**src/rtl/sprite_pkg.sv**
```systemverilog
// Shared types and constants for the sprite loader: RGB444 pixel layout,
// loader state encoding and the sprite pixel-count helper.
package sprite_pkg;

    localparam int unsigned PIX_W = 12;
    localparam int unsigned NIB_W = 4;
    localparam int unsigned R_LSB = 8;
    localparam int unsigned G_LSB = 4;
    localparam int unsigned B_LSB = 0;

    typedef struct packed {
        logic [NIB_W-1:0] r;
        logic [NIB_W-1:0] g;
        logic [NIB_W-1:0] b;
    } rgb444_t;

    typedef enum logic [2:0] {
        ST_IDLE,
        ST_FIRST,
        ST_SECOND,
        ST_CHK,
        ST_DONE
    } state_e;

    function automatic int unsigned spr_pixels(input int unsigned w, input int unsigned h);
        return w * h;
    endfunction

endpackage

```
**src/rtl/sprite_loader_byte_pair_packer.sv**
```systemverilog
// Holds the red nibble of the first byte and emits one registered
// RGB444 pixel plus a one-cycle write strobe per completed byte pair.
module byte_pair_packer
    import sprite_pkg::*;
(
    input  logic             clk,
    input  logic             rst,
    input  logic             r_load_i,
    input  logic             px_load_i,
    input  logic [7:0]       byte_i,
    output logic             we_o,
    output logic [PIX_W-1:0] wdata_o
);

    logic [NIB_W-1:0] r_q;
    logic             we_q;
    rgb444_t          wdata_q;

    // NOTE: sequential state uses non-blocking assignments so every register
    // samples pre-edge values regardless of statement order.
    always_ff @(posedge clk or negedge rst) begin
        if (!rst) begin
            r_q     <= '0;
            we_q    <= 1'b0;
            wdata_q <= '0;
        end else begin
            we_q <= px_load_i;
            if (r_load_i) begin
                r_q <= byte_i[3:0];
            end
            if (px_load_i) begin
                wdata_q <= '{r: r_q, g: byte_i[7:4], b: byte_i[3:0]};
            end
        end
    end

    assign we_o    = we_q;
    assign wdata_o = wdata_q;

endmodule

```
**src/rtl/sprite_loader.sv**
```systemverilog
// Byte-stream to sprite-BRAM writer (raster order). Define
// SPRITE_LOADER_CHKSUM_EN to add a trailing two's-complement checksum byte.
module sprite_loader
    import sprite_pkg::*;
#(
    parameter int unsigned SPR_W  = 90,
    parameter int unsigned SPR_H  = 26,
    parameter int unsigned ADDR_W = 14
) (
    input  logic              clk,
    input  logic              rst,
    input  logic              start,
    input  logic [7:0]        in_data,
    input  logic              in_valid,
    output logic              in_ready,
    output logic              we,
    output logic [ADDR_W-1:0] waddr,
    output logic [PIX_W-1:0]  wdata,
    output logic              busy,
    output logic              done,
    output logic              err
);

    localparam int unsigned       NPIX     = spr_pixels(SPR_W, SPR_H);
    localparam logic [ADDR_W-1:0] LAST_PIX = ADDR_W'(NPIX - 1);

    state_e            state_q, state_d;
    logic [ADDR_W-1:0] cnt_q, cnt_d;
    logic [ADDR_W-1:0] waddr_q;
    logic              done_q;
    logic              accept;
    logic              r_load;
    logic              px_load;

    assign in_ready = (state_q == ST_FIRST) || (state_q == ST_SECOND) || (state_q == ST_CHK);
    assign accept   = in_ready && in_valid;

    // NOTE: every signal driven here gets a default first, so no path leaves
    // one unassigned and no latch is inferred.
    always_comb begin
        state_d = state_q;
        cnt_d   = cnt_q;
        r_load  = 1'b0;
        px_load = 1'b0;
        case (state_q)
            ST_IDLE: begin
                if (start) begin
                    state_d = ST_FIRST;
                    cnt_d   = '0;
                end
            end
            ST_FIRST: begin
                if (in_valid) begin
                    r_load  = 1'b1;
                    state_d = ST_SECOND;
                end
            end
            ST_SECOND: begin
                if (in_valid) begin
                    px_load = 1'b1;
                    if (cnt_q == LAST_PIX) begin
`ifdef SPRITE_LOADER_CHKSUM_EN
                        state_d = ST_CHK;
`else
                        state_d = ST_DONE;
`endif
                    end else begin
                        cnt_d   = cnt_q + 1'b1;
                        state_d = ST_FIRST;
                    end
                end
            end
            ST_CHK: begin
`ifdef SPRITE_LOADER_CHKSUM_EN
                if (in_valid) begin
                    state_d = ST_DONE;
                end
`else
                state_d = ST_IDLE;
`endif
            end
            ST_DONE: state_d = ST_IDLE;
            default: state_d = ST_IDLE;
        endcase
    end

    always_ff @(posedge clk or negedge rst) begin
        if (!rst) begin
            state_q <= ST_IDLE;
            cnt_q   <= '0;
            waddr_q <= '0;
            done_q  <= 1'b0;
        end else begin
            state_q <= state_d;
            cnt_q   <= cnt_d;
            done_q  <= (state_q == ST_DONE);
            if (px_load) begin
                waddr_q <= cnt_q;
            end
        end
    end

`ifdef SPRITE_LOADER_CHKSUM_EN
    logic [7:0] sum_q, sum_d;
    logic       err_q, err_d;
    logic [7:0] chk_total;

    // A correct check byte makes the 8-bit total of all accepted bytes zero.
    assign chk_total = in_data + sum_q;

    always_comb begin
        sum_d = sum_q;
        err_d = err_q;
        if (state_q == ST_IDLE && start) begin
            sum_d = '0;
            err_d = 1'b0;
        end else if (accept && state_q == ST_CHK) begin
            err_d = (chk_total != 8'd0);
        end else if (accept) begin
            sum_d = chk_total;
        end
    end

    always_ff @(posedge clk or negedge rst) begin
        if (!rst) begin
            sum_q <= '0;
            err_q <= 1'b0;
        end else begin
            sum_q <= sum_d;
            err_q <= err_d;
        end
    end

    assign err = err_q;
`else
    assign err = 1'b0;
`endif

    byte_pair_packer u_packer (
        .clk       (clk),
        .rst       (rst),
        .r_load_i  (r_load),
        .px_load_i (px_load),
        .byte_i    (in_data),
        .we_o      (we),
        .wdata_o   (wdata)
    );

    assign waddr = waddr_q;
    assign busy  = (state_q != ST_IDLE);
    assign done  = done_q;

endmodule

```
**config.mk**
```make
export PLATFORM = sky130hd
export DESIGN_NAME = sprite_loader
export DESIGN_NICKNAME = d
export VERILOG_FILES = /design/src/rtl/sprite_pkg.sv /design/src/rtl/sprite_loader_byte_pair_packer.sv /design/src/rtl/sprite_loader.sv
export SDC_FILE = /design/constraint.sdc
export NUM_CORES = 1
export LEC_CHECK = 0
export CORE_MARGIN = 1
export CORE_UTILIZATION = 25
export CTS_BUF_LIST = sky130_fd_sc_hd__clkbuf_4
export DETAILED_ROUTE_END_ITERATION = 7
export GPL_ROUTABILITY_DRIVEN = 0
export MAX_ROUTING_LAYER = met4
export PLACE_DENSITY_LB_ADDON = 0.1
export SLEW_MARGIN = 25
export SYNTH_ARGS = -nofsm -noshare
export SYNTH_HDL_FRONTEND = slang
export SYNTH_SLANG_ARGS = --single-unit
```
**constraint.sdc**
```tcl
create_clock -name clk -period 1.94 [get_ports clk]
set_clock_uncertainty 0.05 [all_clocks]
set_input_delay 0.388 -clock clk [delete_from_list [all_inputs] [get_ports clk]]
set_output_delay 0.388 -clock clk [all_outputs]
set_load 0.01 [all_outputs]
```
==> reports/summary.log <==
[cells_and_area] Multi-input gate area 892 um^2
[routing] post-detailed-route wirelength per cell 15.3 um
[routing] Initial DRT Pass Iterations 4
[yosys] synthesized flop and latch total 49
[grt] via count of the first global-routing pass 1675
[placement] number of instances in the placed design 330
[placement] sum of net half-perimeters after detailed placement 3.50 mm
[clocking] clock edge transition at the registers on the reported setup and hold paths 140 ps
[yosys] simple-gate share of the synthesized area 0.119
[setup_path] highest fanout seen on the critical path 3
[sta] final hold violation count 0
[flow_run] Max Cap Violations 0
[setup_path] type of the worst setup path flip-flop to output pin
[cells_and_area] commonest non-fill, non-tap cells in the layout dfrtp_1 (47), clkdlybuf4s50_1 (38), mux2_2 (31), buf_4 (15), o31ai_1 (13)
[pwr] maximum resistive drop on vdd 0.403 mV
[setup_path] signal arrival time at the worst endpoint 1420 ps
[yosys] post-synthesis cell type count 38
[pwr] Total Power Consumption 0.00322 W
[routing] number of DRC violations after detailed-routing iteration 0 64
[min_path] class of the tightest hold or removal check input pin to async pin
[routing] number of nets still failing antenna checks after routing 0
[die] Initial Utilization 0.258
[routing] Remaining DRCs 0
[sta] Sum Neg Setup Slack 0 ps
[routing] final wirelength 5.22 mm
[cells_and_area] number of standard cells in the final layout excluding fillers 341
[yosys] synthesis warning total 0
[yosys] post-synthesis adder-cell area fraction 0.00556
[yosys] synth top area cells dfrtp_1 (54%), mux2_2 (16%), o31ai_1 (4.3%), buf_6 (3.0%), and4_1 (1.9%)
[run_status] status complete, no violations
[clocking] CTS Root Cell clkbuf_4
[clocking] TritonCTS Buffers 5
[yosys] synthesized area divided by synthesized cell count 12.4 um^2
[grt] global-route wire length before repair 8.84 mm
[clocking] insertion delay to the later sink of the worst-skew pair 370 ps
[routing] DR vias/cell 4.70
[grt] GRT overflow 0
[sta] Setup-failing EPs final 0
[sta] tightest hold margin 464 ps
[cells_and_area] diodes inserted 0
[cells_and_area] area used by sequential logic in the layout 1230 um^2
[pwr] leakage power 1.27 nW
[grt] pin count of the biggest net entering global routing 50
[yosys] cell count after synthesis 181
[clocking] clock tree from TritonCTS done
[clocking] Clock Sinks 49
[setup_path] critical path, cell by cell or3_1, dlygate4sd2_1
[sta] post-route fraction of the period consumed by the critical path 0.958
[placement] placed inst area 2810 um^2
[die] height of the chip 96.9 um
[grt] number of antenna violations at the first check in global routing 0
[die] area of the die 9390 um^2
[die] standard-cell rows 34
[routing] via total after detailed routing 1603
[grt] global routing usage summed across all routing layers 0.123
[yosys] post-synthesis xor/xnor area fraction 0
[yosys] share of the yosys chip area belonging to registers 0.544
[cells_and_area] most common cell after layout, fill and taps aside dfrtp_1
[yosys] post-synthesis mux area share 0.155
[setup_path] largest delay contributor family on the critical path flip-flops
[yosys] dominant combinational cell family by area after synthesis multiplexers
[cells_and_area] fraction of final layout cells sized beyond drive strength 1 0.270
[cells_and_area] number of filler instances in the final layout 880
[pwr] power density of the placed cells 1100 nW/um^2
[cells_and_area] total number of nets in the final design 245
[setup_path] Largest stage delay, worst path 450 ps
[yosys] Post-Synthesis Net Count 194
[clocking] buffer depth of the longest clock path 2
[yosys] post-synth top area cell dfrtp_1
[setup_path] number of buffer and inverter stages on the critical path 1
[sta] unrepaired setup endpoints after global routing no
[die] Chip Width 96.9 um
[sta] final count of pins violating max slew 0
[yosys] area fraction of the dominant cell type after synthesis 0.544
[setup_path] Worst EP required 1500 ps
[placement] # port buffers 41
[clocking] number of levels the H-tree was split into 2
[sta] Max Fclk 538 MHz
[setup_path] critical path endpoint category output pin
[setup_path] sort of element at the start of the critical path flip-flop
[cells_and_area] final std cell area, no fill 2920 um^2
[yosys] Compound-Gate Fraction of Synth Area 0.114
[yosys] netlist area before placement 2250 um^2
[cells_and_area] Syn-to-layout area delta 29.7%
[die] core box area 8720 um^2
[sta] minimum period implied by the final worst setup slack 1860 ps
[die] number of primary I/O pins 43
[setup_path] Crit-path slowest cell dfrtp_2
## cell type report
cell class                 instances  area share
multi-input combinational        113       0.305
sequential                        49       0.421
tap                              108      0.0463
inverter                           4     0.00514
clock buffer                       5      0.0128
clock inverter                     3      0.0163
timing repair buffer              59       0.194
## power by group
group	switching [W]	internal, W	total [W]
Combinational	0.000522	0.000691	0.00121
Sequential	0.000117	0.00125	0.00137
Clock	0.000360	0.000281	0.000642
Total	0.000999	0.00222	0.00322
## cells by family after synthesis
kind of cell	Yosys count
buffers and inverters	19
other	1
multiplexers	31
AND/OR/NAND/NOR	44
AO/OA/AOI/OAI	36
flip-flops	49
adder cells (fa/ha/maj)	1
## worst register-to-register path, delay by kind of cell (launching register included)
family                   cells  cell delay (ps)
flip-flops                   1              410
AND/OR/NAND/NOR              3              660
adder cells (fa/ha/maj)      1              260
AO/OA/AOI/OAI                1              290
## sequential cells by signal, indices dropped and copies added, names as in the netlist
register / flops
u_packer.we_o: 1
u_packer.wdata_o: 12
waddr: 14
cnt_q: 14
u_packer.r_q: 4
state_q: 3
done: 1
## stage by stage
stage / util / setup slack [ps]
after global routing: 0.335 / 0.899
after CTS: 0.335 / 59.9
after detailed placement: 0.322 / 11.3
after floorplan: - / 228
final: 0.335 / 81.6
after global placement: 0.322 / 33.7
## Yosys cell counts, drive strengths merged
cell,instances
dfrtp,49
mux2,31
o31ai,14
buf,13
nand2,8
nor2,6
o21ai,6
and4,5
and3,4
inv,4
nand3,4
o22ai,4
a21oi,3
a31oi,3
nand2b,3
nor2b,3
a41oi,2
and2,2
clkbuf,2
nor3,2
nor4b,2
o41ai,2
a311oi,1
conb,1
ha,1
nand4,1
nand4b,1
nor4bb,1
o21bai,1
or3,1
or3b,1
## per-layer routing
metal	vias up	track usage	part of all wire
li1	772	-	-
met1	793	0.164	0.48
met2	33	0.186	0.48
met3	5	0.0246	0.032
met4	0	0.0413	0.011
met5	-	-	0
## worst paths after layout
kind	from	end	slack (ps)	cells past startpoint
setup / recovery	state_q[1]	busy	80	2
hold / removal	rst	done	460	3
setup reg to reg	cnt_q[0]	cnt_q[10]	190	5
hold reg to reg	u_packer.r_q[1]	u_packer.r_q[1]	470	1
max in group asynchronous	rst	cnt_q[4]	1130	3
min in group clk	u_packer.r_q[1]	u_packer.r_q[1]	470	1
## what timing repair did
item                                   4_1_cts  5_1_grt
hold buffers                                 1        0
setup buffers                                2        0
resized for setup                            3        1
setup endpoints to repair                    2        1
endpoints found under the hold margin       49        0
No activity file was read; power rests on OpenSTA's default activity.
